==> src/rtl/system_ctrl.sv <==
`default_nettype none
// ============================================================================
//  Module   : system_ctrl
//  Purpose  : Command-side system block of the motion controller. Serves
//             version/capability query, two-word time sync against a latched
//             sync pulse, coherent time readback, commanded shutdown and a
//             host watchdog. Generic faults and watchdog expiry accumulate
//             into a sticky reason word that is reported once through the
//             involuntary-response slot, after which shutdown is held.
//  Ports    : clk, rst (async, active-high)
//             cmd / cmd_ready / arg_data / arg_advance  - command decoder side
//             param_data / param_write / cmd_done        - response framer side
//             invol_req / invol_grant                    - involuntary slot
//             systime, time_in, time_out, time_out_en    - time base
//             timesync_latch_in                          - async sync pulse
//             fault, shutdown                            - fault aggregation
//  Revision : 1.0  initial release
// ============================================================================
module system_ctrl #(
    parameter int                    CMD_BITS        = 6,
    parameter int                    CMD_GET_VERSION = 0,
    parameter int                    CMD_SYNC_TIME   = 1,
    parameter int                    CMD_GET_TIME    = 2,
    parameter int                    CMD_SHUTDOWN    = 3,
    parameter int                    CMD_WATCHDOG    = 4,
    parameter int                    RSP_GET_VERSION = 0,
    parameter int                    RSP_GET_TIME    = 1,
    parameter int                    RSP_SHUTDOWN    = 2,
    parameter logic [31:0]           VERSION         = 32'd0,
    parameter int                    NINFO           = 4,
    parameter logic [NINFO*32-1:0]   INFO            = '0,
    parameter int                    NFAULT          = 8,
    parameter int                    SYNC_LATENCY    = 4
) (
    input  logic                 clk,
    input  logic                 rst,
    input  logic [31:0]          systime,
    input  logic [31:0]          arg_data,
    output logic                 arg_advance,
    input  logic [CMD_BITS-1:0]  cmd,
    input  logic                 cmd_ready,
    output logic                 cmd_done,
    output logic [32:0]          param_data,
    output logic                 param_write,
    output logic                 invol_req,
    input  logic                 invol_grant,
    input  logic [63:0]          time_in,
    output logic [63:0]          time_out,
    output logic                 time_out_en,
    input  logic                 timesync_latch_in,
    input  logic [NFAULT-1:0]    fault,
    output logic                 shutdown
);

    localparam int IDX_W = (NINFO > 1) ? $clog2(NINFO) : 1;

    localparam logic [CMD_BITS-1:0] c_cmd_ver  = CMD_BITS'(CMD_GET_VERSION);
    localparam logic [CMD_BITS-1:0] c_cmd_sync = CMD_BITS'(CMD_SYNC_TIME);
    localparam logic [CMD_BITS-1:0] c_cmd_time = CMD_BITS'(CMD_GET_TIME);
    localparam logic [CMD_BITS-1:0] c_cmd_shut = CMD_BITS'(CMD_SHUTDOWN);
    localparam logic [CMD_BITS-1:0] c_cmd_wd   = CMD_BITS'(CMD_WATCHDOG);
    localparam logic [31:0]         c_rsp_ver  = 32'(RSP_GET_VERSION);
    localparam logic [31:0]         c_rsp_time = 32'(RSP_GET_TIME);
    localparam logic [31:0]         c_rsp_shut = 32'(RSP_SHUTDOWN);
    localparam logic [63:0]         c_sync_lat = 64'(SYNC_LATENCY);
    localparam logic [IDX_W-1:0]    c_last_idx = IDX_W'(NINFO - 1);

    typedef enum logic [3:0] {
        S_IDLE       = 4'd0,
        S_VER        = 4'd1,   // streaming capability words
        S_SYNC_HI    = 4'd2,   // waiting for the high sync argument
        S_TIME_HI    = 4'd3,   // writing the captured high time word
        S_RSP        = 4'd4,   // emit response code with cmd_done
        S_DONE       = 4'd5,   // cmd_done visible; blocks re-accept
        S_WAIT_GRANT = 4'd6,
        S_INV_TIME   = 4'd7,   // writing systime of the shutdown report
        S_INV_RSP    = 4'd8
    } state_t;

    state_t              r_state;
    logic [IDX_W-1:0]    r_idx;
    logic [31:0]         r_word;       // sync low arg or GET_TIME high snapshot
    logic [31:0]         r_rsp;
    logic [63:0]         r_latched_time;
    logic                r_sync1;
    logic                r_sync2;
    logic                r_prev_latch;
    logic [NFAULT:0]     r_fault_lat;  // top bit is watchdog expiry
    logic [31:0]         r_wd_cnt;
    logic                r_wd_armed;

    logic                r_cmd_done;
    logic [32:0]         r_param_data;
    logic                r_param_write;
    logic                r_invol_req;
    logic [63:0]         r_time_out;
    logic                r_time_out_en;
    logic                r_shutdown;

    logic [31:0]         w_info [NINFO];
    logic                w_wd_load;
    logic                w_wd_expire;

    for (genvar gi = 0; gi < NINFO; gi++) begin : g_info
        assign w_info[gi] = INFO[32*gi +: 32];
    end

    assign w_wd_load   = (r_state == S_IDLE) && cmd_ready && (cmd == c_cmd_wd);
    // A reload on the expiry cycle wins over the expiry.
    assign w_wd_expire = r_wd_armed && !r_shutdown && !w_wd_load && (r_wd_cnt == 32'd1);

    assign arg_advance = 1'b1;
    assign cmd_done    = r_cmd_done;
    assign param_data  = r_param_data;
    assign param_write = r_param_write;
    assign invol_req   = r_invol_req;
    assign time_out    = r_time_out;
    assign time_out_en = r_time_out_en;
    assign shutdown    = r_shutdown;

    always_ff @(posedge clk or posedge rst) begin
        if (rst) begin
            r_state        <= S_IDLE;
            r_idx          <= '0;
            r_word         <= '0;
            r_rsp          <= '0;
            r_latched_time <= '0;
            r_sync1        <= 1'b0;
            r_sync2        <= 1'b0;
            r_prev_latch   <= 1'b0;
            r_fault_lat    <= '0;
            r_wd_cnt       <= '0;
            r_wd_armed     <= 1'b0;
            r_cmd_done     <= 1'b0;
            r_param_data   <= '0;
            r_param_write  <= 1'b0;
            r_invol_req    <= 1'b0;
            r_time_out     <= '0;
            r_time_out_en  <= 1'b0;
            r_shutdown     <= 1'b0;
        end else begin
            // Sync pulse: latch the time base on the synchronised falling edge.
            r_sync1      <= timesync_latch_in;
            r_sync2      <= r_sync1;
            r_prev_latch <= r_sync2;
            if (r_prev_latch && !r_sync2) begin
                r_latched_time <= time_in;
            end

            r_cmd_done    <= 1'b0;
            r_param_write <= 1'b0;
            r_time_out_en <= 1'b0;

            if (w_wd_load) begin
                r_wd_cnt   <= arg_data;
                r_wd_armed <= (arg_data != 32'd0);
            end else if (r_wd_armed && !r_shutdown) begin
                r_wd_cnt <= r_wd_cnt - 32'd1;
                if (r_wd_cnt == 32'd1) begin
                    r_wd_armed <= 1'b0;
                end
            end

            // The reason word is frozen once shutdown is reported.
            if (!r_shutdown) begin
                r_fault_lat <= r_fault_lat | {w_wd_expire, fault};
            end

            case (r_state)
                S_IDLE: begin
                    if (cmd_ready) begin
                        if (cmd == c_cmd_ver) begin
                            r_param_data  <= {1'b0, VERSION};
                            r_param_write <= 1'b1;
                            r_idx         <= '0;
                            r_state       <= S_VER;
                        end else if (cmd == c_cmd_sync) begin
                            r_word  <= arg_data;
                            r_state <= S_SYNC_HI;
                        end else if (cmd == c_cmd_time) begin
                            // Capture both halves now so the readback is coherent.
                            r_param_data  <= {1'b0, time_in[31:0]};
                            r_param_write <= 1'b1;
                            r_word        <= time_in[63:32];
                            r_state       <= S_TIME_HI;
                        end else if (cmd == c_cmd_shut) begin
                            r_shutdown <= 1'b1;
                            r_cmd_done <= 1'b1;
                            r_state    <= S_DONE;
                        end else if (cmd == c_cmd_wd) begin
                            r_cmd_done <= 1'b1;
                            r_state    <= S_DONE;
                        end
                    end else if ((r_fault_lat != '0) && !r_shutdown) begin
                        r_invol_req <= 1'b1;
                        r_state     <= S_WAIT_GRANT;
                    end
                end

                S_VER: begin
                    r_param_data  <= {1'b0, w_info[r_idx]};
                    r_param_write <= 1'b1;
                    if (r_idx == c_last_idx) begin
                        r_rsp   <= c_rsp_ver;
                        r_state <= S_RSP;
                    end else begin
                        r_idx <= r_idx + 1'b1;
                    end
                end

                S_SYNC_HI: begin
                    r_time_out    <= time_in - r_latched_time + {arg_data, r_word} + c_sync_lat;
                    r_time_out_en <= 1'b1;
                    r_cmd_done    <= 1'b1;
                    r_state       <= S_DONE;
                end

                S_TIME_HI: begin
                    r_param_data  <= {1'b0, r_word};
                    r_param_write <= 1'b1;
                    r_rsp         <= c_rsp_time;
                    r_state       <= S_RSP;
                end

                S_RSP: begin
                    r_param_data <= {1'b0, r_rsp};
                    r_cmd_done   <= 1'b1;
                    r_state      <= S_DONE;
                end

                S_DONE: begin
                    r_state <= S_IDLE;
                end

                S_WAIT_GRANT: begin
                    if (invol_grant) begin
                        r_invol_req   <= 1'b0;
                        r_param_data  <= 33'(r_fault_lat);
                        r_param_write <= 1'b1;
                        r_state       <= S_INV_TIME;
                    end
                end

                S_INV_TIME: begin
                    r_param_data  <= {1'b0, systime};
                    r_param_write <= 1'b1;
                    r_state       <= S_INV_RSP;
                end

                S_INV_RSP: begin
                    r_param_data <= {1'b0, c_rsp_shut};
                    r_cmd_done   <= 1'b1;
                    r_shutdown   <= 1'b1;
                    r_state      <= S_DONE;
                end

                default: begin
                    r_state <= S_IDLE;
                end
            endcase
        end
    end

endmodule
`default_nettype wire

==> config.mk <==
export PLATFORM = sky130hd
export DESIGN_NAME = system_ctrl
export DESIGN_NICKNAME = d
export VERILOG_FILES = /design/src/rtl/system_ctrl.sv
export SDC_FILE = /design/constraint.sdc
export NUM_CORES = 1
export LEC_CHECK = 0
export ABC_AREA = 1
export BUFFER_PORTS_ARGS = -buffer_cell sky130_fd_sc_hd__buf_2
export CORE_AREA = 2 2 297 152
export DETAILED_ROUTE_END_ITERATION = 8
export DIE_AREA = 0 0 299 154
export PLACE_DENSITY = 0.64
export RECOVER_POWER = 50
export SYNTH_ARGS = -nofsm -noshare
export SYNTH_HDL_FRONTEND = slang
export SYNTH_SLANG_ARGS = --single-unit
==> constraint.sdc <==
create_clock -name clk -period 23.6 [get_ports clk]
set_input_delay 2.36 -clock clk [delete_from_list [all_inputs] [get_ports clk]]
set_output_delay 2.36 -clock clk [all_outputs]
set_load 0.02 [all_outputs]
Word-level counts from Yosys, hierarchy flattened
Cells that the tools add are included.
W data, S select, Z words.
{ "totals": {"input_bits": 147, "ff_bits": 281, "out_inout_bits": 103} }
{ "op_classes": {"mux": 56, "n_reduce_logical": 32, "magnitude_cmp": 1, "bitwise": 3, "add_sub_neg": 5, "eq_ne": 28} }
{ "ops": {"columns": ["cell", "n"], "rows": [
  ["$pmux W33 S7", 1],
  ["$mux W32", 7],
  ["$mux W33", 5],
  ["$add A64 B3 Y64 const B", 1],
  ["$add A64 B64 Y64", 1],
  ["$bmux W32 S2", 1],
  ["$pmux W32 S2", 1],
  ["$sub A64 B64 Y64", 1],
  ["$mux W4", 9],
  ["$eq A32 B1 Y1 const B", 1],
  ["$reduce_bool A32 Y1", 1],
  ["$sub A32 B1 Y32 const B", 1],
  ["$pmux W4 S6", 1],
  ["$mux W1", 23],
  ["$ne A2 B2 Y1 const B", 8],
  ["$reduce_and A4 Y1", 4],
  ["$reduce_bool A2 Y1", 7],
  ["$eq A4 B3 Y1 const B", 3],
  ["$eq A6 B2 Y1 const B", 2],
  ["$or A9 B9 Y9", 1],
  ["$reduce_bool A9 Y1", 1],
  ["$eq A4 B2 Y1 const B", 2],
  ["$logic_and A1 B1 Y1", 7],
  ["$ne A7 B2 Y1 const B", 1],
  ["25 further kinds", 35]
]} }

Logic depth before layout (Yosys ltp)
Gate-level depths: netlist of the first run.
{ "logic_depth": {"word_depth": 8, "ltp_mapped": 19, "depth_no_buf": 19} }

Worst setup path after synthesis of the first run
OpenSTA, ideal clock, no wires.
{ "synth_path": {"path_kind": "input to register", "start": "input time_in[1]", "end": "register r_time_out[61], in the netlist time_out[61]", "slack_ps": 18796, "stages": 15, "required_time_ps": 23483, "t_arrival_ps": 4687, "setup_ps": 117, "path_cell_list": "fa_1 -> fa_1 -> inv_1 -> fa_1 -> nand3b_1 -> nand2_1 -> nand3_1 -> nand3b_1 -> nand2_1 -> nand2_1 -> nand2_1 -> nand2_1 -> nand2_1 -> nand3_1 -> nand2_1"} }
{ "synth_between": {"elab_chain_cells": 3} }
{ "synth_lines": {"columns": ["item", "line", "rtl"], "rows": [
  ["start, declared", "47", "input logic [63:0] time_in,"],
  ["$sub A64 B64 Y64", "212", "r_time_out <= time_in - r_latched_time + {arg_data, r_word} + c_sync_lat;"],
  ["$add A64 B64 Y64", "212", null],
  ["$add A64 B3 Y64", "212", null],
  ["end signal, assigned", "212", null],
  ["end, declared", "96", "logic [63:0] r_time_out;"]
]} }
Every way passes these cells.
A chain may end at the register's enable or synchronous reset.

Worst setup path in the final report of the first run
{ "layout_path": {"start": "register r_state[1]", "end": "register r_state[2]"} }
{ "layout_between": {"elab_chain_cells": 3, "elab_cells_between_ends": 15, "classes_between": "11 x eq/ne; 1 x mux; 3 x reduce/logical"} }
{ "layout_lines": {"columns": ["item", "line", "rtl"], "rows": [
  ["start, declared", "80", "state_t r_state;"],
  ["start signal, assigned", "123", "r_state <= S_IDLE;"],
  ["start signal, assigned", "176", "r_state <= S_VER;"],
  ["start signal, assigned", "179", "r_state <= S_SYNC_HI;"],
  ["$eq A4 B4 Y1 (tied with other cells)", "169", "case (r_state)"],
  ["$reduce_or A3 Y1 (no source line) (tied with other cells)", null, null],
  ["$pmux W4 S6 / $reduce_and A4 Y1 (equally long branches)", null, null]
]} }
Parallel ways exist; a longest one is shown, timed or not.

==> results.toml, run 1 <==
[die]
die_w_um = 299
core.rowCount = 54
die-area_um2 = 46050
initial_core_util = 0.4468
die-height_um = 154
io_pins = 250
core_um2 = 43240

[setup_path]
launch_instance_of_the_worst_register_to_register_path = "r_state[1]$_DFFE_PP0P_"
critical_path.top_delay_family = "buffers and inverters"
worst_r2r_path_depth = 9
r2r_setup_slack_ns = 16.98
buf_inv_on_cp = 3
setup.worst_path.class = "reg2reg"
worst_ep_arrival_time_ns = 7.08
regToRegEndpoint = "r_state[2]$_DFFE_PP0P_"
critPathMaxFanout = 95
required_ns = 24.05
crit_slowest_cell = "sky130_fd_sc_hd__clkbuf_1"
worst_setup_path_start_kind = "flop"
end_kind = "flop"
path_cells = "inv_1 -> nor2_1 -> nand2_2 -> clkbuf_1 -> inv_1 -> nor2_1 -> nand2_1 -> nor4b_1 -> o21ai_0"
worst_path_largest_cell_delay_ns = 2.59

[timing]
hold_viol = 0
fmax_mhz = 151.0
tightestPinTransition_ns = 5.497
maxSlewViolCount = 275
layout_worst_path_cycle_share = 0.2806
fin_tns_setup_ns = 0
min_period_ns = 6.623
relSlewSlack = -2.685
timing.final.ws_setup_ns = 16.98
setup_repair_after_global_routing_missed_its_margin = "false"
finClkSkew_ns = 0.02288
report.final.setup_viol = 0

[pwr]
powerDensity_nw_per_um2 = 128.5
vdd_ir_drop_max_uv = 65.02
leakage_component_of_the_power_nw = 11.85

[placed_design]
detailed_place_hpwl_um = 55840
dp_slack_ns = 18.04
io_buffer_count = 247
routabilityCongestion = 0.9905

[yosys]
synth-edff-count = 0
yosys.area.top_type_share = 0.3225
post_synth_instance_area_um2 = 19320
synth-warning-count = 0
yosys_register_bits = 249
yosysSeqAreaShare = 0.3225
syn-mean-instance-area_um2 = 6.982
ys_dominant_reg_cell = "sky130_fd_sc_hd__dfrtp_1"
cells_after_synthesis = 2767
async_flop_share = 1.000
synthDistinctLibCells = 49
cell_type_contributing_the_most_total_cell_area_after_synthesis = "sky130_fd_sc_hd__dfrtp_1"
synth_top_cells_by_area = "sky130_fd_sc_hd__dfrtp_1 (32%), sky130_fd_sc_hd__nand2_1 (18%), sky130_fd_sc_hd__inv_1 (9.7%)"
postSynthNetCount = 3106

[clock_tree]
cts_num_sinks = 249
root_buffer = "sky130_fd_sc_hd__clkbuf_16"
post_cts.repair.setup_buffers = 0
cts.htree.levels = 1
clock_latency_ns = 0.58
cts.path.max_buffers = 3
tritoncts_clock_tree = "done"
cts_resized = 0
clkSlewWorstSetupHoldPaths_ns = 0.07
numCtsBuffers = 26
cts.hold.buffers_added = 0

[grt]
grt_use_total = 0.2947
largest_net_degree_at_the_start_of_global_routing = 120
grt_pass1_wl_um = 102800
vias_in_the_first_global_route = 17200
grt_antenna_before_repair = 3
gr-total-overflow = 0

[route]
drt.antenna.violating_nets = 0
detail_route.wl_per_cell_um = 19.20
wirelength_um = 69010
avgViaCountPerCell = 5.151
dr.pass1.iters = 5
initialDrtViolationCount = 1921
drc = 0
routed_vias = 18520

[worst_hold_path]
min_delay_path_depth = 0
min_path_type = "reg2reg"
worstHoldStart = "r_sync1$_DFF_PP0_"
min_delay_worst_endpoint = "r_sync2$_DFF_PP0_"

[finish]
most-common-layout-cells = "sky130_fd_sc_hd__nand2_1 (949), sky130_fd_sc_hd__inv_1 (501), sky130_fd_sc_hd__dfrtp_1 (249), sky130_fd_sc_hd__nor2_1 (220), sky130_fd_sc_hd__clkbuf_1 (148)"
syn_to_final_growth_pct = 12.34
nNetsFinal = 3327
drive_gt1_frac = 0.06653
mostFrequentLayoutCell = "sky130_fd_sc_hd__nand2_1"
fillCellCount = 4633

[run_status]
outcome = "finished with violations"
violations_in_the_final_reports = "max-capacitance violations, max-slew violations"

[run]
maxCapViolations = 4
## sequential cells by signal, indices dropped and copies added (netlist names), 2 cells and up
register	cells
r_latched_time	64
r_wd_cnt	32
r_state	4
time_out	64
r_word	32
r_idx	2
param_data	32
r_fault_lat	9
## cell usage after synthesis, drive strengths merged, types with 3 or more instances
cell    instances
fa             63
nor4           15
a22oi          19
nand4          12
ha            129
o21ai         116
o21bai          6
o211ai         18
a31oi          24
a21oi         131
o22ai           3
nand3         102
nand2         952
nor3           19
nand3b         12
a21o            4
nor2          230
xnor2          40
o221ai          9
buf            26
xor2           15
a221oi          6
dfrtp         249
inv           513
clkbuf         38
## per-stage QoR
| step | util | hold WS, ns | power [W] | cells | instance area, µm² |
|---|---|---|---|---|---|
| 2_1_floorplan | - | 0.3312 | 0.001824 | 2767 | 19320 |
| 3_3_place_gp | 0.4865 | 0.3399 | 0.002351 | 3548 | 21040 |
| 3_5_place_dp | 0.4865 | 0.3356 | 0.002357 | 3548 | 21040 |
| 4_1_cts | 0.5068 | 0.3504 | 0.002805 | 3594 | 21910 |
| 5_1_grt | 0.5019 | 0.3587 | 0.003029 | 3595 | 21700 |
| 6_report | 0.5019 | 0.3474 | 0.002789 | 3595 | 21700 |
## logic make-up (layout without fill, tap and decap cells)
group                      Yosys count  in the layout  share of synthesized area
AOI/OAI and AO/OA                  341            341                     0.1028
adders and majority gates          192            192                     0.1488
buffers and inverters              577            816                     0.1181
other                                2              3                  0.0003887
DFF                                249            249                     0.3225
and+or+nand+nor                   1349           1349                     0.2813
muxes                                2              2                   0.001166
xor gates and xnor gates            55             55                    0.02493
## layout make-up
class / instances / area [µm²] / area share
clock buffer: 36 / 758.2 / 0.03494
timing repair buffer: 257 / 1127 / 0.05194
multi-input combinational: 1941 / 10800 / 0.4978
tap: 588 / 735.7 / 0.03390
inverter: 513 / 1928 / 0.08884
antenna: 1 / 2.502 / 0.0001153
sequential: 249 / 6231 / 0.2871
clock inverter: 10 / 117.6 / 0.005419
## report_power, final
| group | internal, W | total [W] | switching (W) |
|---|---|---|---|
| Clock | 0.000246 | 0.000440 | 0.000194 |
| Sequential | 0.000560 | 0.000673 | 0.000112 |
| Combinational | 0.000540 | 0.00168 | 0.00114 |
## how the worst max path moves through the flow
| stage | to | from | cells past startpoint | slack, ns |
|---|---|---|---|---|
| finish | r_state[2]$_DFFE_PP0P_ | r_state[1]$_DFFE_PP0P_ | 9 | 16.98 |
| global route | r_state[2]$_DFFE_PP0P_ | r_state[1]$_DFFE_PP0P_ | 9 | 16.29 |
| detailed placement | time_out[56]$_DFFE_PP0P_ | arg_data[21] | 16 | 18.04 |
| CTS | time_out[59]$_DFFE_PP0P_ | time_in[23] | 15 | 18.61 |
| floorplan | cmd_done$_DFF_PP0_ | rst | 1 | 14.40 |
| global placement | time_out[56]$_DFFE_PP0P_ | arg_data[21] | 16 | 18.00 |
## worst reg2reg max path, stage by stage, from the launching register on
cell                       delay, ns
sky130_fd_sc_hd__dfrtp_1        0.45
sky130_fd_sc_hd__inv_1          0.08
sky130_fd_sc_hd__nor2_1         0.04
sky130_fd_sc_hd__nand2_2        0.08
sky130_fd_sc_hd__clkbuf_1       2.59
sky130_fd_sc_hd__inv_1          2.18
sky130_fd_sc_hd__nor2_1         0.55
sky130_fd_sc_hd__nand2_1        0.13
sky130_fd_sc_hd__nor4b_1        0.27
sky130_fd_sc_hd__o21ai_0        0.13
## routing by layer
layer,up-vias,share of wire,track usage,routed length [µm]
met5,-,0,0,0
met4,0,0.017,0.05405,1172
met3,72,0.10,0.07856,6991
met2,719,0.42,0.4302,28970
met1,8721,0.46,0.4379,31880
li1,9007,-,-,-
No activity file was read; power rests on OpenSTA's default activity.
==> inputs of run 2 (changes only) <==
==> constraint.sdc (replaced) <==
create_clock -name clk -period 6.8 [get_ports clk]
set_input_delay 0.68 -clock clk [delete_from_list [all_inputs] [get_ports clk]]
set_output_delay 0.68 -clock clk [all_outputs]
set_load 0.02 [all_outputs]
==> run 2 against run 1 <==
The run still ends with max-capacitance violations, max-slew violations left. Combinational power rose to 3.5 times the previous value. Design area up 0.55%. Die area unchanged. First-iteration DRC count down 2.7%. Register-to-register slack worse by 14 ns. Global-route usage up 0.13 points. Routed wire length up 0.75%. Power rose to 3.5 times the previous value. Critical path depth down 6. Worst hold slack worse by 0.11 ns. Largest cell class unchanged. Largest power group unchanged.
==> results.toml, run 2 (synthesized netlist as in run 1, its figures left out) <==
[clock_tree]
post_cts.repair.setup_buffers = 0
clkSlewWorstSetupHoldPaths_ns = 0.06
clock_latency_ns = 0.57
numCtsBuffers = 26
root_buffer = "sky130_fd_sc_hd__clkbuf_16"
cts.path.max_buffers = 3
cts.hold.buffers_added = 0
cts_resized = 0
cts_num_sinks = 249
tritoncts_clock_tree = "done"
cts.htree.levels = 1

[setup_path]
setup.worst_path.class = "in2async"
required_ns = 6.66
crit_slowest_cell = "sky130_fd_sc_hd__clkbuf_1"
critical_path.startpoint = "rst"
critPathMaxFanout = 56
worst_ep_arrival_time_ns = 4.22
worst_path_largest_cell_delay_ns = 2.56
end_kind = "async pin"
worst_setup_path_start_kind = "input port"
path_cells = "buf_2 -> clkinvlp_2 -> clkbuf_1"
r2r_setup_slack_ns = 2.93
launch_instance_of_the_worst_register_to_register_path = "r_word[23]$_DFFE_PP0P_"

[placed_design]
routabilityCongestion = 0.9617
detailed_place_hpwl_um = 56380
io_buffer_count = 247
dpl-instance-area_um2 = 21050

[grt]
largest_net_degree_at_the_start_of_global_routing = 116
grt_antenna_before_repair = 2
gr-total-overflow = 0
grt_pass1_wl_um = 103600
grt_use_total = 0.2959
vias_in_the_first_global_route = 17140

[timing]
setup_repair_after_global_routing_missed_its_margin = "false"
maxSlewViolCount = 224
fin_tns_setup_ns = 0
relSlewSlack = -1.377
tightestPinTransition_ns = 3.566
layout_worst_path_cycle_share = 0.6409
report.final.setup_viol = 0
finClkSkew_ns = 0.01604
fmax_mhz = 229.4
min_period_ns = 4.358
hold_viol = 0

[die]
die_w_um = 299
core.rowCount = 54
core_um2 = 43240
io_pins = 250
initial_core_util = 0.4468
die-height_um = 154
die-area_um2 = 46050

[finish]
fillCellCount = 4496
drive_gt1_frac = 0.1058
mostFrequentLayoutCell = "sky130_fd_sc_hd__nand2_1"
nNetsFinal = 3327
post_route_cell_area_um2 = 21820
most-common-layout-cells = "sky130_fd_sc_hd__nand2_1 (950), sky130_fd_sc_hd__inv_1 (499), sky130_fd_sc_hd__dfrtp_1 (249), sky130_fd_sc_hd__buf_2 (225), sky130_fd_sc_hd__nor2_1 (221)"
syn_to_final_growth_pct = 12.95

[route]
initialDrtViolationCount = 1870
drt.antenna.violating_nets = 0
drc = 0
dr.pass1.iters = 6
avgViaCountPerCell = 5.148
detail_route.wl_per_cell_um = 19.33
wirelength_um = 69530
routed_vias = 18510

[run_status]
outcome = "finished with violations"
violations_in_the_final_reports = "max-capacitance violations, max-slew violations"

[worst_hold_path]
min_path_type = "in2reg"
worstHoldStart = "timesync_latch_in"

[pwr]
leakage_component_of_the_power_nw = 12.21
vdd_ir_drop_max_uv = 231.3
powerDensity_nw_per_um2 = 443.2

[run]
maxCapViolations = 3
[run 2: changes by cell type in the layout (fill, tap and decap cells not counted), sizes merged]
cell	before	now
diode	1	2
buf	112	232
clkinvlp	3	1
clkbuf	181	61
inv	512	514
[run 2: area by class of cell]
cell class	instances	area, µm²	share of cell area
antenna	2	5.005	0.0002293
clock buffer	36	718.2	0.03291
clock inverter	10	122.6	0.005619
inverter	513	1929	0.08841
multi-input combinational	1941	10810	0.4952
sequential	249	6231	0.2855
tap	588	735.7	0.03371
timing repair buffer	257	1274	0.05837
[run 2: final timing paths]
path | to | depth (start not counted)
setup / recovery | time_out[58]$_DFFE_PP0P_ | 3
hold / removal | r_sync1$_DFF_PP0_ | 1
min in group asynchronous | r_fault_lat[1]$_DFFE_PP0N_ | 2
max in group clk | time_out[59]$_DFFE_PP0P_ | 14
setup reg to reg | time_out[59]$_DFFE_PP0P_ | 14
hold reg to reg | r_sync2$_DFF_PP0_ | 0
[run 2: worst max-delay path, delay by kind of cell]
family | cells | cell delay (ns)
buf+inv | 3 | 3.45
[run 2: through the flow]
| stage | hold WS [ns] | worst slack [ns] | utilization | cells | power, W |
|---|---|---|---|---|---|
| 6_report | 0.2339 | 2.442 | 0.5047 | 3596 | 0.009673 |
| 5_1_grt | 0.2207 | 1.742 | 0.5046 | 3595 | 0.01051 |
| 4_1_cts | 0.2177 | 3.070 | 0.5062 | 3594 | 0.009703 |
| 3_5_place_dp | 0.3356 | 2.796 | 0.4867 | 3548 | 0.008184 |
| 3_3_place_gp | 0.3323 | 2.756 | 0.4867 | 3548 | 0.008156 |
| 2_1_floorplan | 0.3312 | 2.846 | - | 2767 | 0.006331 |
[run 2: per-layer routing]
metal,share of wire,track usage
met1,0.46,0.4420
met2,0.42,0.4372
met3,0.097,0.06952
met4,0.019,0.05238
met5,0,0
[run 2: power breakdown]
part / switching (W) / internal (W)
sequential: 0.000380 / 0.00194
combinational: 0.00395 / 0.00191
clock: 0.000672 / 0.000819
total: 0.00500 / 0.00467
